===== src/rtl/pipe_stage_reg.sv =====
// Pipeline register chain of DEPTH stages (valid + ctrl + data) with stall, flush and bubble.
// Define PIPE_PERF_CNT_EN to add the bubble_cnt / flush_cnt saturating performance counters.
module pipe_stage_reg #(
  parameter int unsigned DATA_W = 160,
  parameter int unsigned CTRL_W = 9,
  parameter int unsigned DEPTH  = 1
) (
  input  logic              clk,
  input  logic              reset,
  input  logic              stall,
  input  logic              flush,
  input  logic              bubble,
  input  logic              in_valid,
  input  logic [CTRL_W-1:0] in_ctrl,
  input  logic [DATA_W-1:0] in_data,
  output logic              out_valid,
  output logic [CTRL_W-1:0] out_ctrl,
  output logic [DATA_W-1:0] out_data
`ifdef PIPE_PERF_CNT_EN
  ,
  output logic [31:0]       bubble_cnt,
  output logic [31:0]       flush_cnt
`endif
);

  localparam int unsigned LAST = DEPTH - 1;

  logic              valid_q [DEPTH] = '{default: 1'b0};
  logic [CTRL_W-1:0] ctrl_q  [DEPTH] = '{default: '0};
  logic [DATA_W-1:0] data_q  [DEPTH] = '{default: '0};

  // Stage chain: reset/flush clear everything, stall freezes everything and drops the input.
  always_ff @(posedge clk) begin
    if (reset || flush) begin
      for (int unsigned k = 0; k < DEPTH; k++) begin
        valid_q[k] <= 1'b0;
        ctrl_q[k]  <= '0;
        data_q[k]  <= '0;
      end
    end else if (!stall) begin
      if (bubble) begin
        valid_q[0] <= 1'b0;
        ctrl_q[0]  <= '0;
        data_q[0]  <= '0;
      end else begin
        // Invalid slots never carry control bits so no write enable can leak downstream.
        valid_q[0] <= in_valid;
        ctrl_q[0]  <= in_valid ? in_ctrl : '0;
        data_q[0]  <= in_data;
      end
      for (int unsigned k = 1; k < DEPTH; k++) begin
        valid_q[k] <= valid_q[k-1];
        ctrl_q[k]  <= ctrl_q[k-1];
        data_q[k]  <= data_q[k-1];
      end
    end
  end

  assign out_valid = valid_q[LAST];
  assign out_ctrl  = ctrl_q[LAST];
  assign out_data  = data_q[LAST];

`ifdef PIPE_PERF_CNT_EN
  logic [31:0] bubble_cnt_q = '0;
  logic [31:0] flush_cnt_q  = '0;

  // Saturating counters of empty output cycles and flush events.
  always_ff @(posedge clk) begin
    if (reset) begin
      bubble_cnt_q <= '0;
      flush_cnt_q  <= '0;
    end else begin
      if (!valid_q[LAST] && (bubble_cnt_q != 32'hFFFF_FFFF)) begin
        bubble_cnt_q <= bubble_cnt_q + 32'd1;
      end
      if (flush && (flush_cnt_q != 32'hFFFF_FFFF)) begin
        flush_cnt_q <= flush_cnt_q + 32'd1;
      end
    end
  end

  assign bubble_cnt = bubble_cnt_q;
  assign flush_cnt  = flush_cnt_q;
`endif

endmodule


===== config.mk =====
export PLATFORM = sky130hd
export DESIGN_NAME = pipe_stage_reg
export DESIGN_NICKNAME = d
export VERILOG_FILES = /design/src/rtl/pipe_stage_reg.sv
export SDC_FILE = /design/constraint.sdc
export NUM_CORES = 1
export LEC_CHECK = 0
export BUFFER_PORTS_ARGS = -buffer_cell sky130_fd_sc_hd__buf_2
export CAP_MARGIN = 40
export CORE_AREA = 2 2 134 136
export DETAILED_ROUTE_END_ITERATION = 16
export DIE_AREA = 0 0 136 138
export MAX_ROUTING_LAYER = met4
export PLACE_DENSITY = 0.77
export SYNTH_ARGS = -nofsm -noshare
export SYNTH_HDL_FRONTEND = slang
export SYNTH_SLANG_ARGS = --single-unit
export TNS_END_PERCENT = 1

===== constraint.sdc =====
create_clock -name clk -period 5.2 [get_ports clk]
set_clock_uncertainty 0.05 [all_clocks]
set_input_delay 0.52 -clock clk [delete_from_list [all_inputs] [get_ports clk]]
set_output_delay 0.52 -clock clk [all_outputs]
set_load 0.03 [all_outputs]

==> metrics.md, run 1 <==
| Metric | Value |
|---|---|
| Outcome | `finished, final reports clean` |
| Worst slew pin tran | `0.835 ns` |
| Register area | `5100 um^2` |
| Fill count | `1499` |
| Multi-input logic area | `1210 um^2` |
| Worst VDD drop | `0.000205 V` |
| Required time worst endpoint | `5.19 ns` |
| Min-Delay Path Depth | `2` |
| YS warnings | `0` |
| Die Y | `138 um` |
| Fmax | `0.496 GHz` |
| Syn Nets | `536` |
| Endpoints failing hold | `0` |
| Post-cts resize count | `0` |
| Cell taking the most area after synthesis | `edfxtp_1` |
| Synthesized area per cell | `17.7 um^2` |
| Synthesized flop and latch total | `170` |
| Post-DP HPWL | `10700 um` |
| Setup Fix Bufs, Post-CTS | `0` |
| Synth Instances | `361` |
| Setup CP Type | `in -> reg` |
| Port buffer count | `344` |
| Routed len/inst | `15.1 um` |
| Final period util | `38.8%` |
| Worst min-delay path category | `in -> reg` |
| Seq/Total Area, Yosys | `79.8%` |
| Post-route setup TNS | `0 ns` |
| Largest net degree at the start of global routing | `92` |
| Die width | `136 um` |
| Initial Util | `36.5%` |
| Total leakage power | `4.43 nW` |
| CP endpoint kind | `flop` |
| Synth area leaders | `edfxtp_1 (80%), and2_2 (11%), and2_1 (6.9%)` |
| CTS Sinks | `170` |
| Initial antenna violation count | `5` |
| WHS Endpoint | `data_q[0][15]` |
| First-pass GRT wire length | `21100 um` |
| Cell Area, Synth | `6400 um^2` |
| GRT Util Overall | `15.6%` |
| Worst Path Max Fanout | `66` |
| Distinct cells, synth | `10` |
| Tmin final | `2.02 ns` |
| Clk pin slew, worst setup/hold paths | `0.07 ns` |
| CTS tree | `built` |
| First drt pass iteration count | `4` |
| PwrDens | `355 nW/um^2` |
| DRT iter0 DRCs | `222` |
| Fin nets | `885` |
| # DRC | `0` |
| Relative slew slack | `44.3%` |
| Placeable Area | `17500 um^2` |
| Drt total wl | `14500 um` |
| Arrival @ worst endpoint | `2.00 ns` |
| Share of the synthesized area in the top cell type | `79.8%` |
| Area growth, synth to finish | `40.1%` |
| RSZ-0062 raised after global routing | `false` |
| CTS Hold Bufs | `0` |
| GPL Wtd Cong | `0.791` |
| H-tree Lvls | `4` |
| Row cnt | `49` |
| Number of max-cap violations | `0` |
| CTS buffer count | `17` |
| Grt ovf | `0` |
| ANT nets after route | `0` |
| DIE AREA | `18800 um^2` |
| Root buffer cell | `clkbuf_16` |
| Drt via density | `4.27` |
| Vias | `4083` |
| Vias in the first global route | `4031` |
| Clock tree buffer depth | `2` |
| Ratio of cells with drive above 1 in the final layout | `65.1%` |
| Total I/O pin count | `345` |
| Setup crit start kind | `primary input` |
| HP Start | `in_data[15]` |
| Final setup vio count | `0` |
| Core Util, Final | `51.1%` |
| Max Slew Vio Count | `0` |
-- final cells by class --
cell class | instances | share of cell area [%]
flip-flops and latches | 170 | 57.0
clock inverters | 14 | 1.83
repair buffers | 348 | 19.5
clock buffers | 18 | 4.79
well taps | 229 | 3.20
multi-input cells | 173 | 13.5
diodes | 5 | 0.140
-- critical path, stage by stage --
cell and delay (ns):
buf_2 0.11, nor2_1 0.07, nand2_4 0.46, buf_4 0.74
-- sequential cells by signal, indices dropped and copies added, names as in the netlist --
register / count
valid_q: 1
ctrl_q: 9
data_q: 160
-- logic make-up (layout without fill, tap and decap cells) --
| kind of cell | after synthesis | count (layout) | share of synthesized area (%) |
|---|---|---|---|
| buffers and inverters | 18 | 380 | 1.37 |
| AND/OR/NAND/NOR | 173 | 173 | 18.8 |
| other | 0 | 5 | 0 |
| flip-flops | 170 | 170 | 79.8 |
-- stage by stage --
step | power, mW | instances | instance area [um^2] | worst slack, ns | hold WS [ns]
6_report | 3.18 | 957 | 8960 | 3.18 | 0.319
5_1_grt | 3.30 | 957 | 8960 | 3.11 | 0.292
4_1_cts | 3.22 | 952 | 8950 | 3.21 | 0.294
3_5_place_dp | 1.96 | 920 | 8360 | 2.74 | 0.748
3_3_place_gp | 1.95 | 920 | 8360 | 2.76 | 0.745
2_1_floorplan | 1.82 | 361 | 6400 | 0.394 | 0.668
-- routing by layer --
layer | vias up | global-route usage [%] | routed length (um) | share of wire (%)
met5 | - | - | 0 | 0
met4 | 0 | 5.10 | 246 | 1.7
met3 | 20 | 6.60 | 1530 | 11
met2 | 223 | 25.9 | 7280 | 50
met1 | 1864 | 16.7 | 5400 | 37
li1 | 1976 | - | - | -
-- Yosys cell counts (all sizes together) --
library cell and n:
clkbuf 17, nand2 1, and2 161, edfxtp 170, and3 9, nor2 1, nor4 1, buf 1
-- power by group --
part	switching, mW	internal, mW
combinational	0.223	0.106
clock	0.536	0.720
sequential	0.0175	1.57
total	0.777	2.40
-- placed cells by master (no fill, tap or decap) --
| cell type | Yosys | final |
|---|---|---|
| clkbuf_16 | 0 | 17 |
| inv_8 | 0 | 3 |
| nand2_4 | 0 | 1 |
| buf_4 | 0 | 4 |
| clkbuf_1 | 7 | 1 |
| clkinv_2 | 0 | 1 |
| clkinvlp_4 | 0 | 4 |
| buf_2 | 0 | 344 |
| and2_1 | 71 | 71 |
| clkinv_4 | 0 | 3 |
| inv_6 | 0 | 1 |
| bufinv_16 | 0 | 2 |
| diode_2 | 0 | 5 |
| and2_2 | 90 | 90 |
| and3_1 | 9 | 9 |
| nor4_4 | 1 | 1 |
| nor2_1 | 1 | 1 |
| edfxtp_1 | 170 | 170 |
-- worst max path at each step --
stage / startpoint / end / cells past startpoint
after floorplan: flush / ctrl_q[0][0] / 2
after global placement: flush / data_q[0][99] / 4
after detailed placement: flush / data_q[0][82] / 4
after CTS: flush / ctrl_q[0][3] / 4
after global routing: flush / data_q[0][98] / 4
final: flush / data_q[0][98] / 4
Note: power is estimated with default switching activity, not from simulation.
==> inputs of run 2 (changes only) <==
CORE_AREA = not set   (was 2 2 134 136)
CORE_ASPECT_RATIO = 0.75   (was not set)
CORE_UTILIZATION = 40   (was not set)
DIE_AREA = not set   (was 0 0 136 138)
PLACE_DENSITY = 0.85   (was 0.77)
clock period = 1.6 ns   (was 5.2 ns; I/O delays follow)
==> run 2 against run 1 <==
- final area increased by 19%
- critical path depth decreased by 3
- core utilization up 18 points
- critical path type is now reg -> out
==> metrics.md, run 2 (synthesis gave the netlist of run 1 again) <==
| Metric | Value |
|---|---|
| Max reg flops | `160 (unchanged)` |
| First-pass GRT wire length | `28500 um (+35%)` |
| Overall Power | `10.6 mW (+230%)` |
| Endpoints failing hold | `0 (unchanged)` |
| CTS tree | `built` |
| Setup crit start kind | `flop` |
| Final WS setup | `0.357 ns (-2.83 ns)` |
| Area growth, synth to finish | `66.1%` |
| Routed len/inst | `17.4 um (+15%)` |
| Setup Fix Bufs, Post-CTS | `0 (unchanged)` |
| Cell Chain, Critical Path | `buf_2` |
| Pre-CTS WS | `0.135 ns (-2.60 ns)` |
| ANT nets after route | `0 (unchanged)` |
| Outcome | `finished, final reports clean` |
| Worst VDD drop | `0.000756 V (+270%)` |
| Fin nets | `1053 (+19%)` |
| Vias | `4886 (+20%)` |
| Placeable Area | `15400 um^2 (-12%)` |
| CP bufs+invs | `1 (-1)` |
| Post-cts resize count | `0 (unchanged)` |
| Grt ovf | `0 (unchanged)` |
| Root buffer cell | `clkbuf_16` |
| Fill count | `1003 (-33%)` |
| Die Y | `112 um (-19%)` |
| Worst slew pin tran | `0.502 ns (-0.333 ns)` |
| Top Family by Delay on Critical Path | `flip-flops` |
| H-tree Lvls | `4 (unchanged)` |
| Max Slew Vio Count | `0 (unchanged)` |
| Vias in the first global route | `5272 (+31%)` |
| Final period util | `77.7%` |
| Worst Path Max Fanout | `1 (-98%)` |
| Clk pin slew, worst setup/hold paths | `0.07 ns (about the same)` |
| Core Util, Final | `68.9% (+18 points)` |
| Largest stage delay on the critical path | `0.41 ns (-0.33 ns)` |
| CTS buffer count | `17 (unchanged)` |
| Post-DP HPWL | `11000 um (+2.1%)` |
| Slowest-stage cell, CP | `edfxtp_1` |
| Drt via density | `4.45 (+4.4%)` |
| CP endpoint kind | `output port` |
| RSZ-0062 raised after global routing | `false` |
| Initial Util | `41.5% (+5.0 points)` |
| GPL Wtd Cong | `0.820 (+3.7%)` |
| GRT Util Overall | `24.3% (+8.7 points)` |
| Fmax | `0.804 GHz` |
| Required time worst endpoint | `1.39 ns (-3.80 ns)` |
| Number of max-cap violations | `0 (unchanged)` |
| Final setup vio count | `0 (unchanged)` |
| Total I/O pin count | `345 (unchanged)` |
| Initial antenna violation count | `1 (-4)` |
| CTS Sinks | `170 (unchanged)` |
| DIE AREA | `16500 um^2 (-12%)` |
| Largest net degree at the start of global routing | `90 (-2.2%)` |
| Total leakage power | `5.14 nW (+16%)` |
| # DRC | `0 (unchanged)` |
| Drt total wl | `19100 um (+32%)` |
| Setup CP Type | `reg -> out` |
| PwrDens | `995 nW/um^2 (+180%)` |
| Top Registers | `data_q (160), ctrl_q (9), valid_q (1)` |
| Most common cell after layout, fill and taps aside | `buf_2` |
| Tmin final | `1.24 ns` |
| Arrival @ worst endpoint | `1.03 ns (-0.97 ns)` |
| Die width | `148 um (+8.8%)` |
| Largest Register | `data_q` |
| Relative slew slack | `66.5% (+22 points)` |
| Worst min-delay path category | `in -> reg` |
| Post-route setup TNS | `0 ns (unchanged)` |
| First drt pass iteration count | `4 (unchanged)` |
| Leading cell types in the layout, fill and taps excluded | `buf_2 (344), edfxtp_1 (170), dlygate4sd3_1 (165)` |
| Row cnt | `39 (-20%)` |
| Port buffer count | `344 (unchanged)` |
| Hold_ws | `0.00981 ns (-0.309 ns)` |
| DRT iter0 DRCs | `283 (+27%)` |
| Clock tree buffer depth | `2 (unchanged)` |
| Ratio of cells with drive above 1 in the final layout | `53.0% (-12 points)` |
## run 2: cell count changes in the layout (fill, tap and decap cells not counted), moves of 2 or more
cell,delta
inv_8,-2
diode_2,-4
clkinv_1,+3
inv_6,+4
dlygate4sd3_1,+165
clkinvlp_4,-2
buf_12,+4
## run 2: cell type report
class / instances / area (um^2) / share of cell area, %
antenna: 1 / 2.50 / 0.0236
timing repair buffer: 516 / 3480 / 32.7
clock inverter: 15 / 138 / 1.30
clock buffer: 17 / 425 / 4.00
tap: 205 / 256 / 2.41
multi-input combinational: 173 / 1220 / 11.5
sequential: 170 / 5100 / 48.1
## run 2: layer usage
metal  part of all wire (%)  vias up  track usage [%]  wire (um)
li1                       -     2298                -          -
met2                     55      220             44.9      10400
met5                      0        -                -          0
met4                    2.4        0             10.1        457
met1                     35     2336             23.8       6740
met3                    7.6       32             6.52       1460
## run 2: through the flow
step	instances	cell area, um^2
floorplan	361	6410
global placement	899	8410
detailed placement	899	8410
CTS	1096	10600
global route	1097	10600
finish	1097	10600
## run 2: final timing paths
kind / slack, ns / from / end / cells past startpoint
max: 0.36 / ctrl_q[0][8] / out_ctrl[8] / 1
min: 0.01 / in_data[123] / data_q[0][123] / 2
## run 2: power by group
part	switching [mW]	total, mW	internal (mW)
Clock	1.78	3.95	2.17
Combinational	0.824	1.45	0.622
Sequential	0.0658	5.18	5.12
Total	2.67	10.6	7.91
## run 2: what timing repair did
item	in CTS	in global routing
hold buffers	165	0
endpoints found under the setup margin	0	0
endpoints found under the hold margin	165	0
==> inputs of run 3 (changes only) <==
ABC_AREA = 1   (was not set)
CORE_UTILIZATION = 41   (was 40)
PLACE_DENSITY = 0.86   (was 0.85)
clock period = 1.1 ns   (was 1.6 ns; I/O delays follow)
==> run 3 against run 2 <==
- the run now ends with setup timing left
- largest cell class unchanged
- largest power group unchanged
- sequential share of layout area decreased by 5.3 points
- highest routed layer unchanged
- clock-buffer cell count increased by 1
- non-clock buffer count increased by 15
==> metrics.md, run 3 <==
| Metric | Value |
|---|---|
| Gate power share | `16.9% (+3.2 points)` |
| Die width | `148 um (about the same)` |
| Initial Util | `42.5% (+0.98 points)` |
| Total leakage power | `6.08 nW (+18%)` |
| Top Family by Delay on Critical Path | `flip-flops` |
| Vias | `5828 (+19%)` |
| Endpoints failing hold | `0 (unchanged)` |
| HP Start | `flush` |
| Multi-input logic area | `694 um^2 (-43%)` |
| Worst Path Max Fanout | `1 (unchanged)` |
| Relative slew slack | `81.4% (+15 points)` |
| Min-Delay Path Depth | `3 (+1)` |
| WHS Endpoint | `data_q[0][54]` |
| Failing checks | `setup timing` |
| Switching power | `4.32 mW (+62%)` |
| Worst min-delay path category | `in -> reg` |
| Final Non-Filler Cells | `1283 (+17%)` |
| Fin nets | `1239 (+18%)` |
| CTS Sinks | `170 (unchanged)` |
| Synth cell count leaders | `edfxtp_1 (170), inv_1 (170), nor2_1 (170), buf_6 (11), clkbuf_1 (6)` |
| Grt ovf | `0 (unchanged)` |
| Clk pin slew, worst setup/hold paths | `0.07 ns (about the same)` |
| Share of the synthesized area in the top cell type | `78.0% (-1.8 points)` |
| DP Area | `8640 um^2 (+2.8%)` |
| Sequential fraction of design power | `47.5% (-1.5 points)` |
| Cell total after placement | `1081 (+20%)` |
| Top Registers | `data_q (160), ctrl_q (9), valid_q (1)` |
| DRT iter0 DRCs | `355 (+25%)` |
| Largest stage delay on the critical path | `0.45 ns (+0.04 ns)` |
| Largest Register | `data_q` |
| # DRC | `0 (unchanged)` |
| Post-synthesis compound-gate area fraction | `0% (unchanged)` |
| RSZ-0062 raised after global routing | `true` |
| CP endpoint kind | `output port` |
| Drt via density | `4.54 (+2.0%)` |
| Ratio of cells with drive above 1 in the final layout | `36.8% (-16 points)` |
| Most common cell after layout, fill and taps aside | `buf_2` |
| Outcome | `complete, but fails checks` |
| Synth Instances | `531 (+47%)` |
| Seq/Total Area, Yosys | `78.0% (-1.8 points)` |
| Part of the power in the clock network | `35.7% (-1.6 points)` |
| Largest family of logic cells by synthesized area | `buffers and inverters` |
| Setup CP Type | `reg -> out` |
| Placeable Area | `15400 um^2 (unchanged)` |
| Worst path depth | `1 (unchanged)` |
| Die Y | `111 um (about the same)` |
| Total I/O pin count | `345 (unchanged)` |
| Largest net degree at the start of global routing | `46 (-49%)` |
| Worst slew pin tran | `0.279 ns (-0.223 ns)` |
| Simple-gate share of the synthesized area | `10.1% (-8.8 points)` |
| Clock tree buffer depth | `2 (unchanged)` |
| GPL Wtd Cong | `0.825 (+0.63%)` |
| Hold_ws | `0.0911 ns (+0.0813 ns)` |
| Max Slew Vio Count | `0 (unchanged)` |
| Fmax | `0.831 GHz` |
| Int Power | `11.8 mW (+49%)` |
| Root buffer cell | `clkbuf_16` |
| Slowest-stage cell, CP | `edfxtp_1` |
| Final setup vio count | `166 (+166)` |
| Register area | `5100 um^2 (unchanged)` |
| Initial antenna violation count | `1 (unchanged)` |
| Xor-xnor portion of the synthesized cell area | `0% (unchanged)` |
| DIE AREA | `16500 um^2 (-0.13%)` |
| Syn Nets | `706 (+32%)` |
| First-pass GRT wire length | `35300 um (+24%)` |
| Final period util | `109%` |
| Row cnt | `39 (unchanged)` |
| Distinct cells, synth | `9 (-1)` |
| Arrival @ worst endpoint | `1.04 ns (about the same)` |
| Async set-reset flop share out of synthesis | `0% (unchanged)` |
| Synth area leaders | `edfxtp_1 (78%), inv_1 (9.7%), nor2_1 (9.7%)` |
| H-tree Lvls | `4 (unchanged)` |
| Drt total wl | `23600 um (+24%)` |
| PwrDens | `1350 nW/um^2 (+35%)` |
| GRT Util Overall | `29.9% (+5.6 points)` |
| Area growth, synth to finish | `82.3%` |
| Post-DP HPWL | `11900 um (+8.7%)` |
| CTS tree | `built` |
| Ys flop type | `edfxtp_1` |
| CP bufs+invs | `1 (unchanged)` |
| Multiplexer share of the synthesized area | `0% (unchanged)` |
| Cell taking the most area after synthesis | `edfxtp_1` |
| Setup crit start kind | `flop` |
| First drt pass iteration count | `5 (+1)` |
| Routed len/inst | `18.4 um (+5.7%)` |
| Leading cell types in the layout, fill and taps excluded | `buf_2 (177), nor2_1 (170), inv_1 (170), edfxtp_1 (170), dlygate4sd3_1 (169)` |
| YS warnings | `0 (unchanged)` |
| Fill count | `791 (-21%)` |
| Post-route setup TNS | `-5.13 ns (-5.13 ns)` |
| Worst VDD drop | `0.000960 V (+27%)` |
| Switch share | `26.9% (+1.6 points)` |
| Max reg flops | `160 (unchanged)` |
| Fin area | `11900 um^2 (+12%)` |
| Number of max-cap violations | `0 (unchanged)` |
| Final WS setup | `-0.104 ns (-0.460 ns)` |
| Post-synth EDFFs | `170 (unchanged)` |
| Port buffer count | `344 (unchanged)` |
| Overall Power | `16.1 mW (+52%)` |
| ANT nets after route | `0 (unchanged)` |
| Synthesized flop and latch total | `170 (unchanged)` |
| CTS buffer count | `17 (unchanged)` |
| Vias in the first global route | `6500 (+23%)` |
| Cell Chain, Critical Path | `buf_6` |
| Tmin final | `1.20 ns` |
| Synthesized area per cell | `12.3 um^2 (-30%)` |
| Post-Synth Adder-Cell Area | `0% (unchanged)` |
| Cell Area, Synth | `6550 um^2 (+2.4%)` |
| Required time worst endpoint | `0.94 ns (-0.45 ns)` |
[run 3: changes by cell type after synthesis, sizes merged]
cell and change:
clkbuf -11, nor4 -1, inv +170, nand3 +1, nor2 +170, and3 -9
nand2 +1, buf +10, and2 -161
[run 3: layout make-up]
class                      instances  share of cell area, %
sequential                       170                   42.8
timing repair buffer             531                   39.2
multi-input combinational        174                   5.82
inverter                         170                   5.34
clock buffer                      18                   3.59
tap                              205                   2.15
clock inverter                    14                   1.12
antenna                            1                 0.0210
[run 3: power by group through the flow]
stage               Sequential (mW)  Combinational [mW]  Clock (mW)
floorplan                      8.39               0.277           0
global placement               7.66                1.74           0
detailed placement             7.67                1.76           0
CTS                            7.62                2.61        5.78
global route                   7.66                2.83        6.05
finish                         7.64                2.72        5.74
[run 3: repair_timing]
item,CTS,global route
setup buffers,0,0
gates resized for setup,332,3
hold endpoints to repair,169,0
hold buffers,169,0
endpoints found under the setup margin,170,170
[run 3: how the worst max path moves through the flow]
| stage | startpoint | to | slack [ns] |
|---|---|---|---|
| after floorplan | flush | ctrl_q[0][0] | -0.24 |
| after global placement | flush | data_q[0][54] | -0.13 |
| after detailed placement | flush | data_q[0][54] | -0.11 |
| after CTS | data_q[0][6] | out_data[6] | -0.12 |
| after global routing | data_q[0][151] | out_data[151] | -0.13 |
| final | data_q[0][151] | out_data[151] | -0.10 |
[run 3: tightest hold or removal path: cells and delay by family]
family,cells,cell delay (ns)
buffers and inverters,1,0.11
and+or+nand+nor,2,0.20
[run 3: cells by family after synthesis]
| logic type | Yosys count |
|---|---|
| and+or+nand+nor | 174 |
| DFF | 170 |
| buffers and inverters | 187 |
[run 3: layer usage]
metal / global-route usage, % / share of wire (%) / vias to the layer above
met4: 14.4 / 4.1 / 0
met2: 53.5 / 53 / 314
li1: - / - / 2664
met5: - / 0 / -
met3: 7.25 / 7.0 / 71
met1: 30.6 / 36 / 2779
[run 3: stage by stage]
| step | setup WS (ns) | util, % |
|---|---|---|
| finish | -0.104 | 77.4 |
| floorplan | -0.243 | - |
| detailed placement | -0.105 | 56.0 |
| global route | -0.134 | 77.4 |
| global placement | -0.129 | 56.0 |
| CTS | -0.116 | 77.4 |
